## src/rtl/cnt_step_monitor_pkg.sv

```systemverilog
// Shared types and constants for the ripple-counter step monitor.
package cnt_step_monitor_pkg;

    typedef enum logic [1:0] {
        ST_INIT  = 2'd0,
        ST_RUN   = 2'd1,
        ST_STALL = 2'd2
    } state_t;

    // Post-reset cycles spent in INIT so the synchroniser holds a real sample.
    localparam logic [1:0] INIT_FLUSH = 2'd2;

    function automatic logic [15:0] sat_inc16(input logic [15:0] v);
        return (v == 16'hFFFF) ? v : v + 16'd1;
    endfunction

endpackage

```

## src/rtl/cnt_step_monitor_if.sv

```systemverilog
// Count bus between the ripple-counter side (master) and the monitor (slave).
interface cnt_step_monitor_if #(
    parameter int CW = 2,
    parameter int WW = 8
);
    logic [CW-1:0] cnt_in;
    logic          clr;
    logic [CW-1:0] cnt_q;
    logic          step;
    logic          wrap;
    logic [WW-1:0] wraps;
    logic          stall;
    logic          err;

    modport master (output cnt_in, output clr,
                    input cnt_q, input step, input wrap, input wraps, input stall, input err);
    modport slave  (input cnt_in, input clr,
                    output cnt_q, output step, output wrap, output wraps, output stall, output err);
endinterface

```

## src/rtl/cnt_step_monitor_sync2.sv

```systemverilog
// Two-flop synchroniser bringing the asynchronous count into the clk domain.
module cnt_step_monitor_sync2 #(
    parameter int CW = 2
) (
    input  logic          clk,
    input  logic          rst,
    input  logic [CW-1:0] d,
    output logic [CW-1:0] q
);
    logic [CW-1:0] s1_r;
    logic [CW-1:0] s2_r;

    // Synchroniser chain d -> s1 -> s2.
    always_ff @(posedge clk) begin
        if (!rst) begin
            s1_r <= {CW{1'b0}};
            s2_r <= {CW{1'b0}};
        end else begin
            s1_r <= d;
            s2_r <= s1_r;
        end
    end

    assign q = s2_r;
endmodule

```

## src/rtl/cnt_step_monitor.sv

```systemverilog
// Classifies each change of the synchronised ripple count as step, wrap or error,
// accumulates wraps and flags a stalled counter.
module cnt_step_monitor
    import cnt_step_monitor_pkg::*;
#(
    parameter int CW        = 2,
    parameter int WW        = 8,
    parameter int STALL_LIM = 16
) (
    input  logic                clk,
    input  logic                rst,
    cnt_step_monitor_if.slave   bus
);
    localparam logic [CW-1:0] ZERO  = {CW{1'b0}};
    localparam logic [CW-1:0] ONE   = CW'(1);
    localparam logic [CW-1:0] TOP   = {CW{1'b1}};
    localparam logic [WW-1:0] WMAX  = {WW{1'b1}};
    localparam logic [15:0]   LIM16 = 16'(STALL_LIM);

    logic [CW-1:0] s2_s;
    logic [CW-1:0] delta_s;
    logic [15:0]   idle_inc_s;
    logic          classify_s;
    logic          is_step_s;
    logic          is_wrap_s;
    logic          wrap_ev_s;
    logic          err_ev_s;

    state_t        state_r;
    logic [1:0]    init_cnt_r;
    logic [CW-1:0] prev_r;
    logic [15:0]   idle_r;
    logic          step_r;
    logic          wrap_r;
    logic [WW-1:0] wraps_r;
    logic          stall_r;
    logic          err_r;

    cnt_step_monitor_sync2 #(.CW(CW)) u_sync (
        .clk (clk),
        .rst (rst),
        .d   (bus.cnt_in),
        .q   (s2_s)
    );

    // Delta classification of the newest synchronised sample against prev.
    always_comb begin
        delta_s    = s2_s - prev_r;
        idle_inc_s = sat_inc16(idle_r);
        classify_s = (state_r == ST_RUN) || (state_r == ST_STALL);
        is_step_s  = (delta_s == ONE);
        is_wrap_s  = is_step_s && (prev_r == TOP);
        if (classify_s) begin
            wrap_ev_s = is_wrap_s;
            err_ev_s  = (delta_s != ZERO) && !is_step_s;
        end else begin
            wrap_ev_s = 1'b0;
            err_ev_s  = 1'b0;
        end
    end

    // State machine, pulse outputs, stall detection and wrap/error accumulation.
    always_ff @(posedge clk) begin
        if (!rst) begin
            state_r    <= ST_INIT;
            init_cnt_r <= 2'd0;
            prev_r     <= ZERO;
            idle_r     <= 16'd0;
            step_r     <= 1'b0;
            wrap_r     <= 1'b0;
            wraps_r    <= {WW{1'b0}};
            stall_r    <= 1'b0;
            err_r      <= 1'b0;
        end else begin
            step_r <= 1'b0;
            wrap_r <= 1'b0;
            case (state_r)
                ST_INIT: begin
                    if (init_cnt_r == INIT_FLUSH) begin
                        prev_r  <= s2_s;
                        idle_r  <= 16'd0;
                        state_r <= ST_RUN;
                    end else begin
                        init_cnt_r <= init_cnt_r + 2'd1;
                    end
                end
                ST_RUN, ST_STALL: begin
                    prev_r <= s2_s;
                    if (delta_s == ZERO) begin
                        // Once stalled the idle count is irrelevant until the next change.
                        if (state_r == ST_RUN) begin
                            idle_r <= idle_inc_s;
                            if (idle_inc_s >= LIM16) begin
                                state_r <= ST_STALL;
                                stall_r <= 1'b1;
                            end else begin
                                stall_r <= 1'b0;
                            end
                        end else begin
                            stall_r <= 1'b1;
                        end
                    end else begin
                        idle_r  <= 16'd0;
                        stall_r <= 1'b0;
                        state_r <= ST_RUN;
                        step_r  <= is_step_s;
                        wrap_r  <= is_wrap_s;
                    end
                end
                default: begin
                    state_r <= ST_INIT;
                end
            endcase

            if (bus.clr) begin
                wraps_r <= {WW{1'b0}};
                err_r   <= 1'b0;
            end else begin
                if (wrap_ev_s && (wraps_r != WMAX)) begin
                    wraps_r <= wraps_r + {{(WW-1){1'b0}}, 1'b1};
                end else begin
                    wraps_r <= wraps_r;
                end
                if (err_ev_s) begin
                    err_r <= 1'b1;
                end else begin
                    err_r <= err_r;
                end
            end
        end
    end

    assign bus.cnt_q = prev_r;
    assign bus.step  = step_r;
    assign bus.wrap  = wrap_r;
    assign bus.wraps = wraps_r;
    assign bus.stall = stall_r;
    assign bus.err   = err_r;
endmodule

```

## src/flat_wrapper.sv

```systemverilog
// flat-port wrapper written by rule: the top's interface ports become plain ports
module cnt_step_monitor_flat import cnt_step_monitor_pkg::*;
#(
    parameter int CW        = 2,
    parameter int WW        = 8,
    parameter int STALL_LIM = 16
)
  (clk, rst, bus_cnt_in, bus_clr, bus_cnt_q, bus_step, bus_wrap, bus_wraps, bus_stall, bus_err);
  cnt_step_monitor_if #(.CW(CW), .WW(WW)) bus_i ();
  input  logic clk;
  input  logic rst;
  input wire logic [$bits(bus_i.cnt_in)-1:0] bus_cnt_in;
  input wire logic [$bits(bus_i.clr)-1:0] bus_clr;
  output wire logic [$bits(bus_i.cnt_q)-1:0] bus_cnt_q;
  output wire logic [$bits(bus_i.step)-1:0] bus_step;
  output wire logic [$bits(bus_i.wrap)-1:0] bus_wrap;
  output wire logic [$bits(bus_i.wraps)-1:0] bus_wraps;
  output wire logic [$bits(bus_i.stall)-1:0] bus_stall;
  output wire logic [$bits(bus_i.err)-1:0] bus_err;
  assign bus_i.cnt_in = bus_cnt_in;
  assign bus_i.clr = bus_clr;
  assign bus_cnt_q = bus_i.cnt_q;
  assign bus_step = bus_i.step;
  assign bus_wrap = bus_i.wrap;
  assign bus_wraps = bus_i.wraps;
  assign bus_stall = bus_i.stall;
  assign bus_err = bus_i.err;
  cnt_step_monitor #(.CW(CW), .WW(WW), .STALL_LIM(STALL_LIM)) u_core (.clk(clk), .rst(rst), .bus(bus_i));
endmodule
```

## config.mk

```make
export PLATFORM = sky130hd
export DESIGN_NAME = cnt_step_monitor_flat
export DESIGN_NICKNAME = d
export VERILOG_FILES = /design/src/rtl/cnt_step_monitor_pkg.sv /design/src/rtl/cnt_step_monitor_if.sv /design/src/rtl/cnt_step_monitor_sync2.sv /design/src/rtl/cnt_step_monitor.sv /design/src/flat_wrapper.sv
export SDC_FILE = /design/constraint.sdc
export NUM_CORES = 1
export LEC_CHECK = 0
export ABC_AREA = 0
export CAP_MARGIN = 15
export CORE_ASPECT_RATIO = 0.7
export CORE_UTILIZATION = 45
export DETAILED_ROUTE_END_ITERATION = 7
export PLACE_DENSITY = 0.67
export SETUP_SLACK_MARGIN = 0.2
export SLEW_MARGIN = 20
export SYNTH_ARGS = -nofsm -noshare
export SYNTH_HDL_FRONTEND = slang
export SYNTH_SLANG_ARGS = --single-unit
```

## constraint.sdc

```tcl
create_clock -name clk -period 1.9 [get_ports clk]
set_input_delay 0.285 -clock clk [delete_from_list [all_inputs] [get_ports clk]]
set_output_delay 0.285 -clock clk [all_outputs]
set_load 0.005 [all_outputs]
```

* Word level (Yosys, flattened, before mapping) *
Index checks and enable logic that the tools add are counted.

storage, ports and cells
  register bits = 38
  latch bits = 0
  bits in writable memories = 0
  bits in read-only memories = 0
  input port bits = 5
  output and inout bits = 14
  logic and storage cells = 62
  memories kept = 0

cells by class
  add/sub/neg operators = 4
  multipliers = 0
  div/mod/pow operators = 0
  $lt $le $gt $ge = 1
  equality and inequality tests = 10
  shifts and indexed selects = 0
  multiplexer cells = 17
  bitwise operators = 3
  reduce and logical (&&, ||, !) cells = 16

operators with widths
  kind                                                   count
  2-to-1 mux 16 bit                                      4
  one-hot mux 16 bit (2 select lines)                    1
  adder 16 x 1 -> 16 bit (second input constant)         1
  == test 16 bit (second input constant)                 1
  >= comparator 16 x 5 -> 1 bit (second input constant)  1
  2-to-1 mux 2 bit                                       5
  adder 8 x 1 -> 8 bit (second input constant)           1
  != test 8 bit (second input constant)                  1
  one-hot mux 2 bit (2 select lines)                     2
  == test 2 bit (second input constant)                  3
  != test 3 bit (second input constant)                  2
  AND reduction 3 bit                                    2
  2-to-1 mux 1 bit                                       5
  == test 2 x 1 -> 1 bit (second input constant)         2
  zero test 2 bit                                        2
  AND reduction 2 bit                                    2
  nonzero test 2 bit                                     2
  OR reduction 2 bit                                     2
  logical AND 1 bit                                      3
  inverter 1 bit                                         3
  OR reduction 3 bit                                     1
  adder 2 x 1 -> 2 bit (second input constant)           1
  != test 2 x 1 -> 1 bit (second input constant)         1
  subtractor 2 bit                                       1
  2 further kinds                                        2

* Longest topological paths before layout *
Gate-level depths: netlist of the first run.

  depth in word-level cells = 7
  gate-level depth with buffers = 10
  mapped depth without buffers = 9

* By module *
From an unflattened synthesis of the first run, not the netlist that was laid out.

unflattened totals
  cell total of the unflattened synthesis = 241
  area total of the unflattened synthesis = 2073.2 um2

by module, submodules not included
  module                  instances  cells an instance  area an instance (um2)  seq. area each (um2)
  cnt_step_monitor        1          233                1968.1                  680.7
  cnt_step_monitor_sync2  1          8                  105.1                   80.1

* Worst setup path after synthesis of the first run *
No wires, ideal clock.

  path kind = register to register
  from = register u_core.idle_r[0]
  to = register u_core.state_r[0]
  setup time = 0.072 ns
  arrival = 1.998 ns
  setup slack = -0.170 ns
  stages on the path, launching flop included = 10
  path buffers = 1
  cells stage by stage = dfxtp_1 -> ha_1 -> and4_2 -> nand4_2 -> buf_6 -> a311oi_1 -> a41o_1 -> nand4_2 -> o21ai_2 -> mux2i_1

on the way
  word-level cells in the longest chain between the ends = 5

RTL lines
  item                                                      RTL line                    RTL
  from (decl)                                               cnt_step_monitor.sv:32      logic [15:0] idle_r;
  from (signal assigned)                                    cnt_step_monitor.sv:92      idle_r <= idle_inc_s;
  adder 16 x 1 -> 16 bit or == test 16 bit (tied branches)  cnt_step_monitor_pkg.sv:14  return (v == 16'hFFFF) ? v : v + 16'd1;
  2-to-1 mux 16 bit (*)                                     cnt_step_monitor_pkg.sv:14
  >= comparator 16 x 5 -> 1 bit (*)                         cnt_step_monitor.sv:93      if (idle_inc_s >= LIM16) begin
  != test 3 bit (no source line) (*)                        --
  AND reduction 3 bit (no source line) (*)                  --
  to (signal assigned)                                      cnt_step_monitor.sv:94      state_r <= ST_STALL;
  to (signal assigned)                                      cnt_step_monitor.sv:105     state_r <= ST_RUN;
  to (signal assigned)                                      cnt_step_monitor.sv:111     state_r <= ST_INIT;
  to (decl)                                                 cnt_step_monitor.sv:29      state_t state_r;

Mark *: on every way between the ends. The rest lies on a longest branch, timed or not.
A chain may end at the register's enable or synchronous reset.

* Final worst setup path of the first run *
  from = register u_core.idle_r[1]
  to = register u_core.state_r[0]

The elaborated chain is that of the path after synthesis.

==> results of run 1 <==
[critical path, delay by kind of cell, from the launching register on]
kind	cells	cell delay [ps]
DFF	1	360
adders and majority gates	1	180
and+or+nand+nor	3	360
AOI/OAI and AO/OA	3	800
muxes	1	200
[layout make-up]
class	instances	area [sq um]	area share (%)
clock buffer	7	108	3.16
timing repair buffer	80	699	20.5
clock inverter	1	30.0	0.882
inverter	10	37.5	1.10
multi-input combinational	198	1650	48.4
tap	69	86.3	2.53
sequential	38	797	23.4
[synth_stat cells (3+ instances only)]
master                     instances
sky130_fd_sc_hd__dfxtp_1          38
sky130_fd_sc_hd__nor2_1           33
sky130_fd_sc_hd__a21oi_1          23
sky130_fd_sc_hd__nand2_1          19
sky130_fd_sc_hd__o21ai_0          17
sky130_fd_sc_hd__inv_1            10
sky130_fd_sc_hd__ha_1              8
sky130_fd_sc_hd__and2_1            7
sky130_fd_sc_hd__nand3_1           7
sky130_fd_sc_hd__a31oi_1           6
sky130_fd_sc_hd__buf_2             6
sky130_fd_sc_hd__nand4_1           6
sky130_fd_sc_hd__nor3_1            6
sky130_fd_sc_hd__xnor2_1           6
sky130_fd_sc_hd__xor2_1            6
sky130_fd_sc_hd__clkbuf_1          5
sky130_fd_sc_hd__a211oi_1          3
sky130_fd_sc_hd__and3_1            3
sky130_fd_sc_hd__buf_4             3
sky130_fd_sc_hd__nand2b_1          3
[registers in the layout, indices dropped and copies added (netlist names)]
| signal | count |
|---|---|
| u_core.bus.stall | 1 |
| u_core.init_cnt_r | 2 |
| u_core.bus.wrap | 1 |
| u_core.idle_r | 16 |
| u_core.bus.err | 1 |
| u_core.bus.wraps | 8 |
| u_core.bus.step | 1 |
| u_core.u_sync.s1_r | 2 |
| u_core.u_sync.q | 2 |
| u_core.bus.cnt_q | 2 |
| u_core.state_r | 2 |
[power by group through the flow]
stage	Sequential, mW	Clock (mW)	Combinational (mW)
global route	0.880	0.863	1.46
global placement	0.897	0	0.815
CTS	0.875	0.826	1.17
finish	0.875	0.819	1.37
detailed placement	0.901	0	0.822
floorplan	0.896	0	0.590
[kinds of logic after synthesis]
group	share of synthesized area [%]
muxes	0.449
buffers and inverters	5.56
adders and majority gates	4.49
AOI/OAI and AO/OA	20.5
xor gates and xnor gates	5.84
and+or+nand+nor	29.0
DFF	34.1
[metal layers]
metal	routed length (um)	track usage, %	share of wire (%)	up-vias
met3	441	4.76	6.7	13
li1	-	-	-	1088
met2	2920	37.5	44	72
met5	0	0	0	-
met4	109	8.33	1.6	0
met1	3130	36.5	47	1081
[worst max-delay path by stage]
stage / from / end / slack (ps) / cells past startpoint
after floorplan: u_core.idle_r[5] / u_core.state_r[0] / 40 / 8
after global placement: u_core.idle_r[1] / u_core.state_r[0] / -7 / 8
after detailed placement: u_core.idle_r[1] / u_core.state_r[0] / -80 / 8
after CTS: u_core.idle_r[1] / u_core.state_r[0] / -8 / 8
after global routing: u_core.idle_r[1] / u_core.state_r[0] / -200 / 8
final: u_core.idle_r[1] / u_core.state_r[0] / -60 / 8
[through the flow]
step	util [%]	total power [mW]	setup slack, ps	setup TNS, ps	instances
2_1_floorplan	-	1.49	39.4	0	262
3_3_place_gp	59.1	1.71	-6.96	-6.96	378
3_5_place_dp	59.1	1.72	-77.0	-82.7	378
4_1_cts	67.9	2.88	-8.47	-8.47	399
5_1_grt	71.2	3.20	-202	-1280	403
6_report	71.2	3.07	-55.6	-200	403
[repair_timing]
action                     CTS  global route
gates cloned                 2             1
setup endpoints to repair   25            28
resized for setup           57            28
pin swaps                   29            17
buffers inserted            11             3
==> flow_summary.yaml, run 1 <==
sta:
  timing_max_transition_violations_final: 0
  share_of_the_clock_period_used_by_the_worst_path_after_layout_pct: 103
  finalHoldViolCount: 0
  clock_skew_ps: 2.67
  final_period_minus_worst_setup_slack_ps: 1960
  worst-slew-pin-transition_ps: 368
  setup_repair_after_global_routing_missed_its_margin: "yes"
  clock.fmax_mhz: 511
  final.setup.worst_slack_ps: -55.6
  fin_worst_hold_slack_ps: 439
  timing.max_slew.rel_slack_pct: 75.5
  setup_violations: 7
run_status:
  violations: "negative setup slack"
  run_status: "finished with violations"
global_route:
  number_of_global_route_vias_before_repair: 1926
  globalRouteOverflowTotal: 0
  track_usage_pct: 25.1
  pin_count_of_the_biggest_net_entering_global_routing: 16
  grt_first_pass_wirelength_mm: 9.82
  grt_antenna_before_repair: 0
worst_setup_path:
  ff2ff_setup_slack_ps: -60
  path_cells: "ha_4 -> nand4_4 -> nor2_4 -> a211o_1 -> a2111oi_4 -> nand4_2 -> o21ai_2 -> mux2i_1"
  crit_path_end_kind: "flip-flop"
  crit_path_top_delay_cell: "sky130_fd_sc_hd__dfxtp_4"
  kind_of_start_point_of_the_critical_path: "flip-flop"
  critical_path_class: "reg2reg"
  worst_r2r_startpoint: "u_core.idle_r[1]"
  cp_max_stage_delay_ps: 360
  reg2reg_depth: 8
  worst-endpoint-required_ps: 2130
  r2r-end: "u_core.state_r[0]"
  critical_path_peak_fanout: 5
  cp_data_arrival_time_ps: 2180
floorplan:
  std_cell_rows: 21
  die_w_um: 86.1
  initial_utilization_pct: 46.6
  io_pins: 19
  die-area_sq_mm: 0.00524
  floorplan.die.height_um: 60.9
  fp.coreArea_sq_mm: 0.00478
synth:
  synth.yosys.seq_area_share_pct: 34.1
  yosys_warnings: 0
  synth-main-ff-cell: "sky130_fd_sc_hd__dfxtp_1"
  syn_area_per_cell_sq_um: 8.51
  netlist_instances: 262
  async_s_r_ff_share_synth_pct: 0
  syn_area_sq_mm: 0.00223
  synthDominantAreaCellType: "sky130_fd_sc_hd__dfxtp_1"
  synth_top_area_share_pct: 34.1
  synth.area.top_cells: "sky130_fd_sc_hd__dfxtp_1 (34%), sky130_fd_sc_hd__nor2_1 (5.6%), sky130_fd_sc_hd__a21oi_1 (5.2%)"
  synth.net_count: 275
  synth_edf_count: 0
  synth-seq-cells: 38
  synth.distinct_cells: 55
clocking:
  clkLatencyLatePin_ps: 300
  clockRootBuffer: "sky130_fd_sc_hd__clkbuf_8"
  cts_tree: "built"
  cts.hold.buffers_added: 0
  clock_tree.htree_level_count: 2
  clock_pin_slew_on_the_worst_setup_and_hold_paths_ps: 80
  cts-buffers-inserted: 5
  longest_clk_path_bufs: 2
  cts.sinks: 38
routing:
  residual_antenna_violating_net_count_after_detailed_routing: 0
  vias_per_cell: 5.59
  total_wirelength_mm: 6.61
  first_iter_violations: 118
  drtPass1Iterations: 4
  num_vias: 2254
  drc: 0
  avgRoutedWirePerCell_um: 16.4
place:
  gpl.final_weighted_congestion: 0.911
  place_hpwl_mm: 4.00
  postPlaceCellArea_sq_mm: 0.00283
  buffer_ports.inserted: 18
pwr:
  power.share.sequential_pct: 28.5
  p_leak_nw: 1.36
  p_per_area_mw_per_mm2: 901
  power.net_switching_mw: 1.07
  clock_power_share_pct: 26.7
  comb_power_share_pct: 44.8
  worst_ir_drop_vdd_uv: 519
  power.switching_fraction_pct: 34.9
  intPower_mw: 2.00
worst_hold_path:
  holdCritPathClass: "reg2reg"
  worst_hold_path.num_cells: 1
  min_from: "u_core.u_sync.s1_r[0]"
  worstHoldEndpoint: "u_core.u_sync.q[0]"
cells_and_area:
  area_growth_pct: 52.7
  drive_above_1_share_pct: 44.3
  n_fill_cell: 370
  mostFrequentLayoutCells: "sky130_fd_sc_hd__buf_4 (53), sky130_fd_sc_hd__nor2_1 (30), sky130_fd_sc_hd__dfxtp_1 (23), sky130_fd_sc_hd__nand2_1 (18), sky130_fd_sc_hd__clkdlybuf4s50_1 (18)"
  antenna_cells_inserted: 0
  final_cell_area_sq_mm: 0.00341
  final_common_cell: "sky130_fd_sc_hd__buf_4"
  finalNetCount: 346
flow_run:
  drv.max_cap_violation_count: 0
Power figures use the tool's default switching activity.
==> run 2, diff against run 1 <==
SYNTH_HIERARCHICAL = 1   (was default)
==> flow_summary.yaml, run 2 <==
run_status:
  run_status: "finished with violations"
  violations: "negative setup slack"
sta:
  final.setup.worst_slack_ps: -227
  final_period_minus_worst_setup_slack_ps: 2130
  clock_skew_ps: 3.83
  clock.fmax_mhz: 470
  setup_repair_after_global_routing_missed_its_margin: "yes"
  setup_violations: 4
  finalHoldViolCount: 0
  share_of_the_clock_period_used_by_the_worst_path_after_layout_pct: 112
  worst-slew-pin-transition_ps: 467
  timing.max_slew.rel_slack_pct: 68.7
  timing_max_transition_violations_final: 0
worst_setup_path:
  ff2ff_setup_slack_ps: -230
  critical_path_peak_fanout: 4
  critical_path_class: "reg2reg"
  worst-endpoint-required_ps: 2080
  worst_r2r_startpoint: "u_core/idle_r[1]"
  cp_data_arrival_time_ps: 2310
  reg2reg_depth: 8
  crit_path_end_kind: "flip-flop"
  r2r-end: "u_core/state_r[1]"
  kind_of_start_point_of_the_critical_path: "flip-flop"
cells_and_area:
  drive_above_1_share_pct: 48.8
  finalNetCount: 347
  antenna_cells_inserted: 0
  final_common_cell: "sky130_fd_sc_hd__buf_4"
  finish.utilization_pct: 78.3
  area_growth_pct: 65.5
  largest_reg_flops: 16
  mostFrequentLayoutCells: "sky130_fd_sc_hd__buf_4 (58), sky130_fd_sc_hd__dfxtp_1 (23), sky130_fd_sc_hd__nor2_1 (19), sky130_fd_sc_hd__buf_6 (19), sky130_fd_sc_hd__clkdlybuf4s50_1 (18)"
  register_ranked_first_by_flip_flop_count: "u_core/idle_r"
  n_fill_cell: 251
clocking:
  clkLatencyLatePin_ps: 290
  cts_tree: "built"
  clockRootBuffer: "sky130_fd_sc_hd__clkbuf_8"
  cts.hold.buffers_added: 0
  clock_tree.htree_level_count: 2
  longest_clk_path_bufs: 2
  cts.sinks: 38
  cts-buffers-inserted: 5
  clock_pin_slew_on_the_worst_setup_and_hold_paths_ps: 80
global_route:
  grt_antenna_before_repair: 0
  pin_count_of_the_biggest_net_entering_global_routing: 27
  track_usage_pct: 23.6
  grt_first_pass_wirelength_mm: 9.03
  number_of_global_route_vias_before_repair: 1915
  globalRouteOverflowTotal: 0
pwr:
  worst_ir_drop_vdd_uv: 796
  finalPower_mw: 3.49
  p_per_area_mw_per_mm2: 1020
  p_leak_nw: 1.37
synth:
  async_s_r_ff_share_synth_pct: 0
  synth.yosys.seq_area_share_pct: 36.7
  synth-main-ff-cell: "sky130_fd_sc_hd__dfxtp_1"
  synth.distinct_cells: 49
  synthDominantAreaCellType: "sky130_fd_sc_hd__dfxtp_1"
  synth_edf_count: 0
  synth.cells.most_frequent: "sky130_fd_sc_hd__dfxtp_1 (38), sky130_fd_sc_hd__nor2_1 (23), sky130_fd_sc_hd__nand2_1 (17)"
  synth_top_area_share_pct: 36.7
  syn_area_per_cell_sq_um: 8.60
  synth-seq-cells: 38
  synth.net_count: 253
  yosys_warnings: 6
  syn_area_sq_mm: 0.00207
  yosys.cell_count.top_type: "sky130_fd_sc_hd__dfxtp_1"
  netlist_instances: 241
  synth.area.top_cells: "sky130_fd_sc_hd__dfxtp_1 (37%), sky130_fd_sc_hd__ha_1 (4.2%), sky130_fd_sc_hd__nor2_1 (4.2%)"
routing:
  first_iter_violations: 187
  avgRoutedWirePerCell_um: 16.8
  drc: 0
  residual_antenna_violating_net_count_after_detailed_routing: 0
  num_vias: 2220
  vias_per_cell: 5.68
  drtPass1Iterations: 5
  total_wirelength_mm: 6.57
worst_hold_path:
  holdCritPathClass: "reg2reg"
  worst_hold_path.num_cells: 1
  min_from: "u_core/u_sync/s1_r[1]"
  worstHoldEndpoint: "u_core/u_sync/q[1]"
place:
  buffer_ports.inserted: 18
  place_hpwl_mm: 3.87
  gpl.final_weighted_congestion: 0.969
floorplan:
  std_cell_rows: 20
  floorplan.die.height_um: 58.8
  io_pins: 19
  fp.coreArea_sq_mm: 0.00438
  initial_utilization_pct: 47.3
  die_w_um: 83.1
  die-area_sq_mm: 0.00489
flow_run:
  drv.max_cap_violation_count: 0
-- run 2: cell count changes after synthesis, sizes merged, moves of 3 or more --
cell / delta
mux2i: +3
a21oi: -9
nor2: -9
buf: -8
nand2: -3
xor2: +3
a21boi: +7
a211oi: -4
inv: -3
mux2: +3
-- run 2: kinds of logic after synthesis --
kind of cell             synth area share (%)
adder cells (fa/ha/maj)                  4.22
flip-flops                               36.7
XOR/XNOR                                 7.42
AND/OR/NAND/NOR                          28.9
multiplexers                             3.56
AO/OA/AOI/OAI                            16.1
buffers and inverters                    3.14
-- run 2: cell type report --
| class | count | area, sq um | share of cell area, % |
|---|---|---|---|
| flip-flops and latches | 38 | 800 | 23.3 |
| repair buffers | 96 | 845 | 24.6 |
| well taps | 55 | 68.8 | 2.01 |
| multi-input cells | 187 | 1610 | 46.9 |
| clock buffers | 6 | 72.6 | 2.12 |
| clock inverters | 2 | 10.0 | 0.292 |
| inverters | 7 | 26.3 | 0.766 |
-- run 2: where the power goes --
group	switching [mW]	leakage, nW	internal (mW)
clock	0.293	0.0450	0.255
sequential	0.0458	0.318	0.865
combinational	1.00	1.00	1.02
-- run 2: stage by stage --
step                hold WS (ps)  setup TNS, ps  cells  area [sq um]  setup slack, ps
floorplan                    407           -221    241          2220             -120
global placement             416           -519    361          2830             -164
detailed placement           421           -538    361          2830             -183
CTS                          448           -200    379          3130            -99.3
global route                 468          -1260    391          3430             -329
finish                       445           -664    391          3430             -227
-- run 2: routing by layer --
layer / vias up / wire length (um) / share of wire, % / GRT usage [%]
li1: 1053 / - / - / -
met1: 1062 / 3030 / 46 / 32.6
met2: 87 / 3010 / 46 / 38.3
met3: 18 / 384 / 5.8 / 4.77
met4: 0 / 138 / 2.1 / 5.67
met5: - / 0 / 0 / 0
-- run 2: what timing repair did --
action / CTS / global route
pin swaps: 20 / 42
setup endpoints to repair: 25 / 27
cloned: 0 / 0
resized for setup: 44 / 52
endpoints found under the hold margin: 0 / 0
setup buffers: 10 / 12
-- run 2: worst max path at each step --
stage,depth (start not counted),slack [ps],to,from
global route,8,-330,u_core/state_r[1],u_core/idle_r[1]
global placement,8,-160,u_core/state_r[1],u_core/idle_r[1]
floorplan,7,-120,u_core/state_r[1],u_core/idle_r[0]
detailed placement,8,-180,u_core/state_r[1],u_core/idle_r[1]
CTS,8,-100,u_core/state_r[1],u_core/idle_r[1]
finish,8,-230,u_core/state_r[1],u_core/idle_r[1]
-- run 2: critical path, stage by stage, from the launching register on --
cell	delay [ps]
sky130_fd_sc_hd__dfxtp_4	380
sky130_fd_sc_hd__nand4_1	160
sky130_fd_sc_hd__buf_4	180
sky130_fd_sc_hd__nor4_4	300
sky130_fd_sc_hd__xnor2_1	130
sky130_fd_sc_hd__nor3_2	200
sky130_fd_sc_hd__nand4_1	130
sky130_fd_sc_hd__o31a_1	330
sky130_fd_sc_hd__o221a_1	210
